--- config.mk ---
export PLATFORM = sky130hd
export DESIGN_NAME = pw_domain_seq
export DESIGN_NICKNAME = d
export VERILOG_FILES = /design/src/rtl/pw_domain_seq.sv
export SDC_FILE = /design/constraint.sdc
export NUM_CORES = 1
export LEC_CHECK = 0
export CELL_PAD_IN_SITES_DETAIL_PLACEMENT = 1
export CELL_PAD_IN_SITES_GLOBAL_PLACEMENT = 2
export CORE_ASPECT_RATIO = 0.7
export CORE_UTILIZATION = 23
export DETAILED_ROUTE_END_ITERATION = 10
export PLACE_DENSITY = 0.62
export SLEW_MARGIN = 20
export SYNTH_ARGS = -nofsm -noshare
export SYNTH_HDL_FRONTEND = slang
export SYNTH_SLANG_ARGS = --single-unit
--- constraint.sdc ---
create_clock -name clk -period 2.55 [get_ports clk]
set_clock_uncertainty 0.1 [all_clocks]
set_input_delay 0.51 -clock clk [delete_from_list [all_inputs] [get_ports clk]]
set_output_delay 0.51 -clock clk [all_outputs]
set_load 0.02 [all_outputs]
--- src/rtl/pw_domain_seq.sv ---
// Power-domain sequencer: isolates, saves, switches off, and brings a switched
// power domain back up through restore, reset and de-isolation. A single
// 8-bit down-counter times the isolation hold, the domain reset hold and the
// power-switch acknowledge timeout. All outputs are registered state decodes.
module pw_domain_seq #(
  parameter int ISO_DLY    = 4,
  parameter int RST_CYC    = 3,
  parameter int SW_TIMEOUT = 16
) (
  input  logic clk,
  input  logic rst,
  input  logic pd_down_req,
  input  logic pd_up_req,
  input  logic pwr_sw_ack,
  input  logic err_clr,
  output logic pwr_sw_en,
  output logic iso_en,
  output logic save,
  output logic restore,
  output logic dom_rst,
  output logic pd_on,
  output logic busy,
  output logic done,
  output logic err
);

  typedef enum logic [3:0] {
    ST_ON,
    ST_ISO,
    ST_SAVE,
    ST_SW_OFF,
    ST_OFF,
    ST_SW_ON,
    ST_RESTORE,
    ST_DRST,
    ST_DEISO,
    ST_ERR
  } pwState_e;

  localparam logic [7:0] IsoLoad = 8'(ISO_DLY);
  localparam logic [7:0] RstLoad = 8'(RST_CYC);
  localparam logic [7:0] SwLoad  = 8'(SW_TIMEOUT);

  pwState_e   state;
  pwState_e   nxtState;
  logic [7:0] cnt;
  logic [7:0] nxtCnt;
  logic       nxtDone;

  // Next-state, counter reload/decrement and completion-pulse decode.
  always_comb begin
    // NOTE: every variable gets a default first so no path leaves it
    // unassigned; an unassigned path would infer a latch.
    nxtState = state;
    nxtCnt   = (cnt != 8'd0) ? cnt - 8'd1 : 8'd0;

    case (state)
      ST_ON: begin
        // Down is the only request honoured here, so a simultaneous up
        // request is simply ignored.
        if (pd_down_req) nxtState = ST_ISO;
      end
      ST_ISO: begin
        if (cnt <= 8'd1) nxtState = ST_SAVE;
      end
      ST_SAVE: begin
        nxtState = ST_SW_OFF;
      end
      ST_SW_OFF: begin
        // Acknowledge is tested first so it wins over an expiring timeout.
        if (!pwr_sw_ack)       nxtState = ST_OFF;
        else if (cnt <= 8'd1)  nxtState = ST_ERR;
      end
      ST_OFF: begin
        if (pd_up_req) nxtState = ST_SW_ON;
      end
      ST_SW_ON: begin
        if (pwr_sw_ack)        nxtState = ST_RESTORE;
        else if (cnt <= 8'd1)  nxtState = ST_ERR;
      end
      ST_RESTORE: begin
        nxtState = ST_DRST;
      end
      ST_DRST: begin
        if (cnt <= 8'd1) nxtState = ST_DEISO;
      end
      ST_DEISO: begin
        nxtState = ST_ON;
      end
      ST_ERR: begin
        if (err_clr) nxtState = ST_OFF;
      end
      default: begin
        nxtState = ST_ON;
      end
    endcase

    // Counter reloads on every state entry with the budget of the new state.
    if (nxtState != state) begin
      case (nxtState)
        ST_ISO:              nxtCnt = IsoLoad;
        ST_DRST:             nxtCnt = RstLoad;
        ST_SW_OFF, ST_SW_ON: nxtCnt = SwLoad;
        default:             nxtCnt = 8'd0;
      endcase
    end

    nxtDone = ((state == ST_DEISO)  && (nxtState == ST_ON)) ||
              ((state == ST_SW_OFF) && (nxtState == ST_OFF));
  end

  // State, counter and registered output decode with synchronous reset.
  always_ff @(posedge clk) begin
    // NOTE: sequential state uses non-blocking assignments so every flop
    // samples pre-edge values regardless of statement order.
    if (rst) begin
      state     <= ST_ON;
      cnt       <= 8'd0;
      pwr_sw_en <= 1'b1;
      iso_en    <= 1'b0;
      save      <= 1'b0;
      restore   <= 1'b0;
      dom_rst   <= 1'b0;
      pd_on     <= 1'b1;
      busy      <= 1'b0;
      done      <= 1'b0;
      err       <= 1'b0;
    end else begin
      state <= nxtState;
      cnt   <= nxtCnt;
      done  <= nxtDone;

      // Outputs decode the state being entered so they line up with it.
      pwr_sw_en <= 1'b1;
      iso_en    <= 1'b1;
      save      <= 1'b0;
      restore   <= 1'b0;
      dom_rst   <= 1'b0;
      pd_on     <= 1'b0;
      busy      <= 1'b1;
      err       <= 1'b0;

      case (nxtState)
        ST_ON: begin
          iso_en <= 1'b0;
          pd_on  <= 1'b1;
          busy   <= 1'b0;
        end
        ST_SAVE: begin
          save <= 1'b1;
        end
        ST_SW_OFF: begin
          pwr_sw_en <= 1'b0;
        end
        ST_OFF: begin
          pwr_sw_en <= 1'b0;
          dom_rst   <= 1'b1;
          busy      <= 1'b0;
        end
        ST_SW_ON: begin
          dom_rst <= 1'b1;
        end
        ST_RESTORE: begin
          restore <= 1'b1;
          dom_rst <= 1'b1;
        end
        ST_DRST: begin
          dom_rst <= 1'b1;
        end
        ST_ERR: begin
          pwr_sw_en <= 1'b0;
          dom_rst   <= 1'b1;
          busy      <= 1'b0;
          err       <= 1'b1;
        end
        default: begin
        end
      endcase
    end
  end

endmodule

* Word level (Yosys, flattened, before mapping)
Cells that the tools add are included.
** Word-level totals
- Register bits after elaboration :: 21
- Latch bits :: 0
- Bits in writable memories :: 0
- ROM bits :: 0
- Input port bits :: 6
- Output and inout port bits :: 9
- Word-level logic and storage cells :: 61
- Memories kept :: 0
** Operators by class
- Add/subtract/negate cells :: 1
- Multipliers :: 0
- Divide/modulo/power cells :: 0
- Magnitude comparators :: 1
- Equal/unequal tests :: 18
- Shifts and indexed selects :: 0
- Multiplexer cells :: 20
- Bitwise gates (word level) :: 0
- Reductions and logical operators :: 10
** Operators by type and width (count)
- 4-bit one-hot mux with 9 select lines :: 1
- 4-bit by 3-bit == test with 1-bit output, second input constant :: 8
- 4-bit 2-to-1 mux :: 8
- 4-bit by 2-bit == test with 1-bit output, second input constant :: 4
- 8-bit 2-to-1 mux :: 2
- 5-bit one-hot mux with 3 select lines :: 1
- 4-bit == test, second input constant :: 3
- 4-bit by 1-bit == test with 1-bit output, second input constant :: 2
- 8-bit by 1-bit less-or-equal comparator with 1-bit output, second input constant :: 1
- 4-bit logical NOT :: 2
- 1-bit 2-to-1 mux :: 8
- 8-bit nonzero test :: 1
- 8-bit by 1-bit subtractor with 8-bit output, second input constant :: 1
- 3-bit OR reduction :: 2
- 5-bit OR reduction :: 1
- 4-bit inequality test :: 1
- 1-bit logical AND :: 2
- 2-bit OR reduction :: 1
- 1-bit logical OR :: 1

* Longest topological paths before layout
Gate-level depths: netlist (run 1).
- Depth in word-level cells :: 8
- Depth in mapped cells :: 9
- Mapped depth without buffers :: 8

* Least setup slack after synthesis (run 1)
No wires, ideal clock.
- Path kind :: register to register
- Start :: register cnt[2]
- End :: register pd_on
- Setup time :: 0.114 ns
- Arrival :: 2.340 ns
- Required time :: 2.336 ns
- Setup slack :: -0.004 ns
- Cell stages (with the launch flop) :: 9
- Path buffers :: 2
- Period minus slack after synthesis :: 2.554 ns
- Cell sequence :: dfxtp_1 or4_1 buf_2 or4b_1 buf_6 o211a_4 o21a_4 and3_4 a21o_1
** Between the ends
- Word-level cells in the longest chain between the ends :: 6
- Elaborated cells between the ends (all ways) :: 9
- Classes of those cells :: order compare (1); mux (7); reduce/logical (1)
** Ends and longest elaborated chain
- start: declaration :: RTL line 46 : logic [7:0] cnt;
- start signal: assignment :: RTL line 130 : cnt <= nxtCnt;
- 8-bit by 1-bit less-or-equal comparator with 1-bit output *
- 4-bit 2-to-1 mux :: RTL line 72, 79
- 4-bit 2-to-1 mux, on equally long branches :: RTL line 78, 71
- 4-bit one-hot mux with 9 select lines * :: RTL line 57 : case (state)
- 4-bit logical NOT * :: RTL line 143 : case (nxtState)
- 1-bit 2-to-1 mux * :: RTL line 143
- end signal: assignment :: RTL line 124 : pd_on <= 1'b1;
- end signal: assignment :: RTL line 139 : pd_on <= 1'b0;
- end signal: assignment :: RTL line 146 : pd_on <= 1'b1;
- end: declaration :: RTL line 21 : output logic pd_on,
Every way passes the cells marked *; elsewhere a longest branch is shown, timed or not.
A chain may end at the register's enable or synchronous reset.

* Final worst setup path (run 1)
- Start :: register cnt[2]
- End :: register cnt[4]
** Between the ends
- Word-level cells in the longest chain between the ends :: 8
- Elaborated cells between the ends (all ways) :: 18
- Classes of those cells :: add/sub (1); order compare (1); eq/ne (5); mux (9); reduce/logical (2)
** Ends and longest elaborated chain
- 8-bit by 1-bit less-or-equal comparator with 1-bit output
- 4-bit 2-to-1 mux :: RTL line 72, 79
- 4-bit 2-to-1 mux, on equally long branches :: RTL line 78, 71
- 4-bit one-hot mux with 9 select lines :: RTL line 57
- 4-bit by 3-bit == test with 1-bit output or 4-bit by 2-bit == test with 1-bit output (tied branches) :: RTL line 100 : case (nxtState)
- 2-bit OR reduction :: RTL line 100
- 5-bit one-hot mux with 3 select lines :: RTL line 100
- 8-bit 2-to-1 mux * :: RTL line 99 : if (nxtState != state) begin
Marks and branches as above.

==> results of run 1 <==
-- cells in the final DEF (no fill, tap or decap), drive strengths merged, types with 3 or more instances in the layout --
cell / instances
a21oi: 11
buf: 19
clkbuf: 3
clkdlybuf4s50: 14
dfxtp: 21
ha: 3
inv: 7
nand2: 6
nand3: 3
nand4: 3
nor2: 15
nor2b: 4
nor3: 6
nor4: 4
o21ai: 8
xnor2: 4
-- state kept, by name, indices dropped and copies added (netlist names) --
register   cells
pd_on          1
save           1
state          4
dom_rst        1
done           1
cnt            8
iso_en         1
busy           1
pwr_sw_en      1
err            1
restore        1
-- Yosys cell counts, types with 3 or more instances --
cell       n  area (um^2)
a21oi_1   11         55.1
clkbuf_1   4         15.0
dfxtp_1   21          420
ha_1       3         37.5
inv_1      7         26.3
nand2_1    6         22.5
nand4_1    3         18.8
nor2_1    15         56.3
nor2b_1    4         25.0
nor3_1     6         30.0
nor4_1     4         25.0
o21ai_0    4         20.0
xnor2_1    4         35.0
-- routing by layer --
metal | track usage, % | share of wire, % | wire length [um]
met1 | 20.4 | 54 | 1860
met2 | 18.4 | 41 | 1400
met3 | 2.66 | 4.6 | 159
met4 | 2.42 | 0.55 | 19
met5 | 0 | 0 | 0
-- worst max-delay path by stage --
stage,startpoint,to,slack (ns),cells past startpoint
after floorplan,cnt[2]$_SDFF_PP0_,pd_on$_SDFF_PP1_,-0.004,8
after global placement,pwr_sw_ack,cnt[4]$_SDFF_PP0_,-0.11,7
after detailed placement,pwr_sw_ack,cnt[1]$_SDFF_PP0_,-0.18,7
after CTS,cnt[2]$_SDFF_PP0_,busy$_SDFF_PP0_,0.01,8
after global routing,cnt[2]$_SDFF_PP0_,cnt[4]$_SDFF_PP0_,-0.05,6
final,cnt[2]$_SDFF_PP0_,cnt[4]$_SDFF_PP0_,0.05,6
-- critical path, stage by stage, from the launching register on --
cell      delay, ns
dfxtp_1        0.32
or4_4          0.55
or4b_4         0.57
o211a_4        0.30
o21ai_2        0.14
nand4_1        0.16
a311oi_2       0.28
-- cell type report --
| class | instances | area [um^2] | area share [%] |
|---|---|---|---|
| Clock inverter | 1 | 7.51 | 0.465 |
| Clock buffer | 3 | 41.3 | 2.56 |
| Tap cell | 69 | 86.3 | 5.35 |
| Multi-Input combinational cell | 106 | 749 | 46.4 |
| Sequential cell | 21 | 420 | 26.0 |
| Timing Repair Buffer | 33 | 283 | 17.5 |
| Inverter | 7 | 26.3 | 1.63 |
-- cell families (layout without fill, tap and decap cells) --
kind of cell               Yosys count  after routing  synth area share [%]
xor gates and xnor gates             5              5                  3.66
DFF                                 21             21                  35.1
buffers and inverters               14             44                  5.44
and+or+nand+nor                     55             55                  26.3
muxes                                3              3                  2.72
adders and majority gates            3              3                  3.14
AOI/OAI and AO/OA                   40             40                  23.6
-- what timing repair did --
item,in CTS,in global routing
setup buffers,0,1
endpoints found under the setup margin,10,9
gates resized for setup,4,6
pin swaps,0,1
-- per-stage QoR --
| stage | cells | instance area (um^2) | setup TNS (ns) | setup WS (ns) |
|---|---|---|---|---|
| floorplan | 141 | 1200 | -0.00359 | -0.00359 |
| global placement | 236 | 1530 | -0.777 | -0.109 |
| detailed placement | 236 | 1530 | -1.38 | -0.184 |
| CTS | 240 | 1590 | 0 | 0.0111 |
| global route | 240 | 1610 | -0.0644 | -0.0450 |
| finish | 240 | 1610 | 0 | 0.0488 |
-- power breakdown --
| part | internal [mW] | switching [mW] | leakage, nW |
|---|---|---|---|
| Clock | 0.110 | 0.118 | 0.0217 |
| Combinational | 0.687 | 0.728 | 0.400 |
| Sequential | 0.423 | 0.0894 | 0.172 |
==> impl_metrics.csv, run 1 <==
group,metric,value,unit
grt,gr-usage-all-layers,13.1,%
clock_tree,cts_max_path_buffers,2,
yosys,async_flop_share,0,%
worst_setup_path,r2r_slack,0.05,ns
min_path,hp-start,"cnt[3]$_SDFF_PP0_",
timing,layout_min_cycle_time,2.50,ns
drt,drtPass1Iterations,4,
placed_design,place.gp.congestion,0.751,
grt,gr-total-overflow,0,
timing,fin_crit_sh,98.1,%
floorplanning,die_h,62.3,um
worst_setup_path,path_max_fanout,8,
drt,drt-total-wl,3.44,mm
yosys,synth.distinct_cells,51,
floorplanning,coreArea,0.00489,mm^2
floorplanning,die_w,88.2,um
yosys,ys_ff_latch,21,
final_layout,drive_above_1_share,25.7,%
worst_setup_path,cp.required,2.63,ns
worst_setup_path,rr_worst_depth,6,
drt,drc_errors,0,
drt,viasPerCell,4.76,
timing,hold_slack,0.400,ns
grt,grt_pass1_vias,1143,
min_path,hold_class,"reg2reg",
clock_tree,htree_levels,1,
worst_setup_path,crit_arrival,2.58,ns
grt,antenna_found_initial,0,
worst_setup_path,critPathLaunchType,"flip-flop",
yosys,synth_edf_count,0,
flow_run,drv_cap,0,
drt,antenna_left,0,
floorplanning,io_pins,15,
floorplanning,start_util,24.5,%
clock_tree,cts_num_sinks,21,
grt,grt_start_max_net_pins,18,
grt,grt_pass1_wl,5.69,mm
clock_tree,clk_pin_slew,0.08,ns
timing,slew_headroom,62.9,%
placed_design,port_buffers,14,
power_and_ir_drop,ir_drop,0.000541,V
final_layout,syn_to_final_growth,34.9,%
timing,finalSetupViolations,0,
final_layout,fill_cells,598,
worst_setup_path,crit_type,"reg2reg",
timing,hold_viol_final,0,
placed_design,dp_hpwl,2.62,mm
floorplanning,dieArea,0.00550,mm^2
final_layout,diodes,0,
final_layout,utilization,33.0,%
yosys,syn_area,0.00120,mm^2
clock_tree,cts_tree,"done",
final_layout,nets,181,
clock_tree,cts_root_buffer,"clkbuf_8",
power_and_ir_drop,p_total,2.16,mW
worst_setup_path,r2r_end,"cnt[4]$_SDFF_PP0_",
min_path,whs_endpoint,"cnt[3]$_SDFF_PP0_",
worst_setup_path,reg2reg_from,"cnt[2]$_SDFF_PP0_",
power_and_ir_drop,leakagePower,0.593,nW
drt,vias,1143,
yosys,syn_inst,141,
clock_tree,clock_latency,0.26,ns
drt,drt-initial-drc-count,43,
yosys,avgSynthCellArea,8.48,um^2
timing,tightestPinTransition,0.556,ns
status,outcome,"complete, no violations",
timing,fmax,400,MHz
timing,slew_violations,0,
yosys,yosysSeqAreaShare,35.1,%
clock_tree,hold_buffers,0,
yosys,syn-num-nets,150,
power_and_ir_drop,powerDensity,1340,mW/mm^2
worst_setup_path,end_kind,"flip-flop",
clock_tree,cts_buffers,3,
drt,wire_per_inst,14.3,um
timing,rsz0062_at_grt,"true",
yosys,yosysWarnings,0,
floorplanning,rows,21,
yosys,synth-main-ff-cell,"dfxtp_1",
min_path,hold_depth,2,
Power figures use the tool's default switching activity.
==> run 2: changes to the inputs <==
--- a/config.mk
+++ b/config.mk
@@ -5,6 +5,7 @@
 export SDC_FILE = /design/constraint.sdc
 export NUM_CORES = 1
 export LEC_CHECK = 0
+export CAP_MARGIN = 20
 export CELL_PAD_IN_SITES_DETAIL_PLACEMENT = 1
 export CELL_PAD_IN_SITES_GLOBAL_PLACEMENT = 2
 export CORE_ASPECT_RATIO = 0.7
==> results of run 2 <==
Same layout as run 1: the final DEF is identical, and so are final timing and power.
==> run 3: changes to the inputs <==
--- a/config.mk
+++ b/config.mk
@@ -10,6 +10,7 @@
 export CELL_PAD_IN_SITES_GLOBAL_PLACEMENT = 2
 export CORE_ASPECT_RATIO = 0.7
 export CORE_UTILIZATION = 23
+export CTS_CLUSTER_SIZE = 28
 export DETAILED_ROUTE_END_ITERATION = 10
 export PLACE_DENSITY = 0.62
 export SLEW_MARGIN = 20
==> results of run 3 <==
Same layout as run 1: the final DEF is identical, and so are final timing and power.
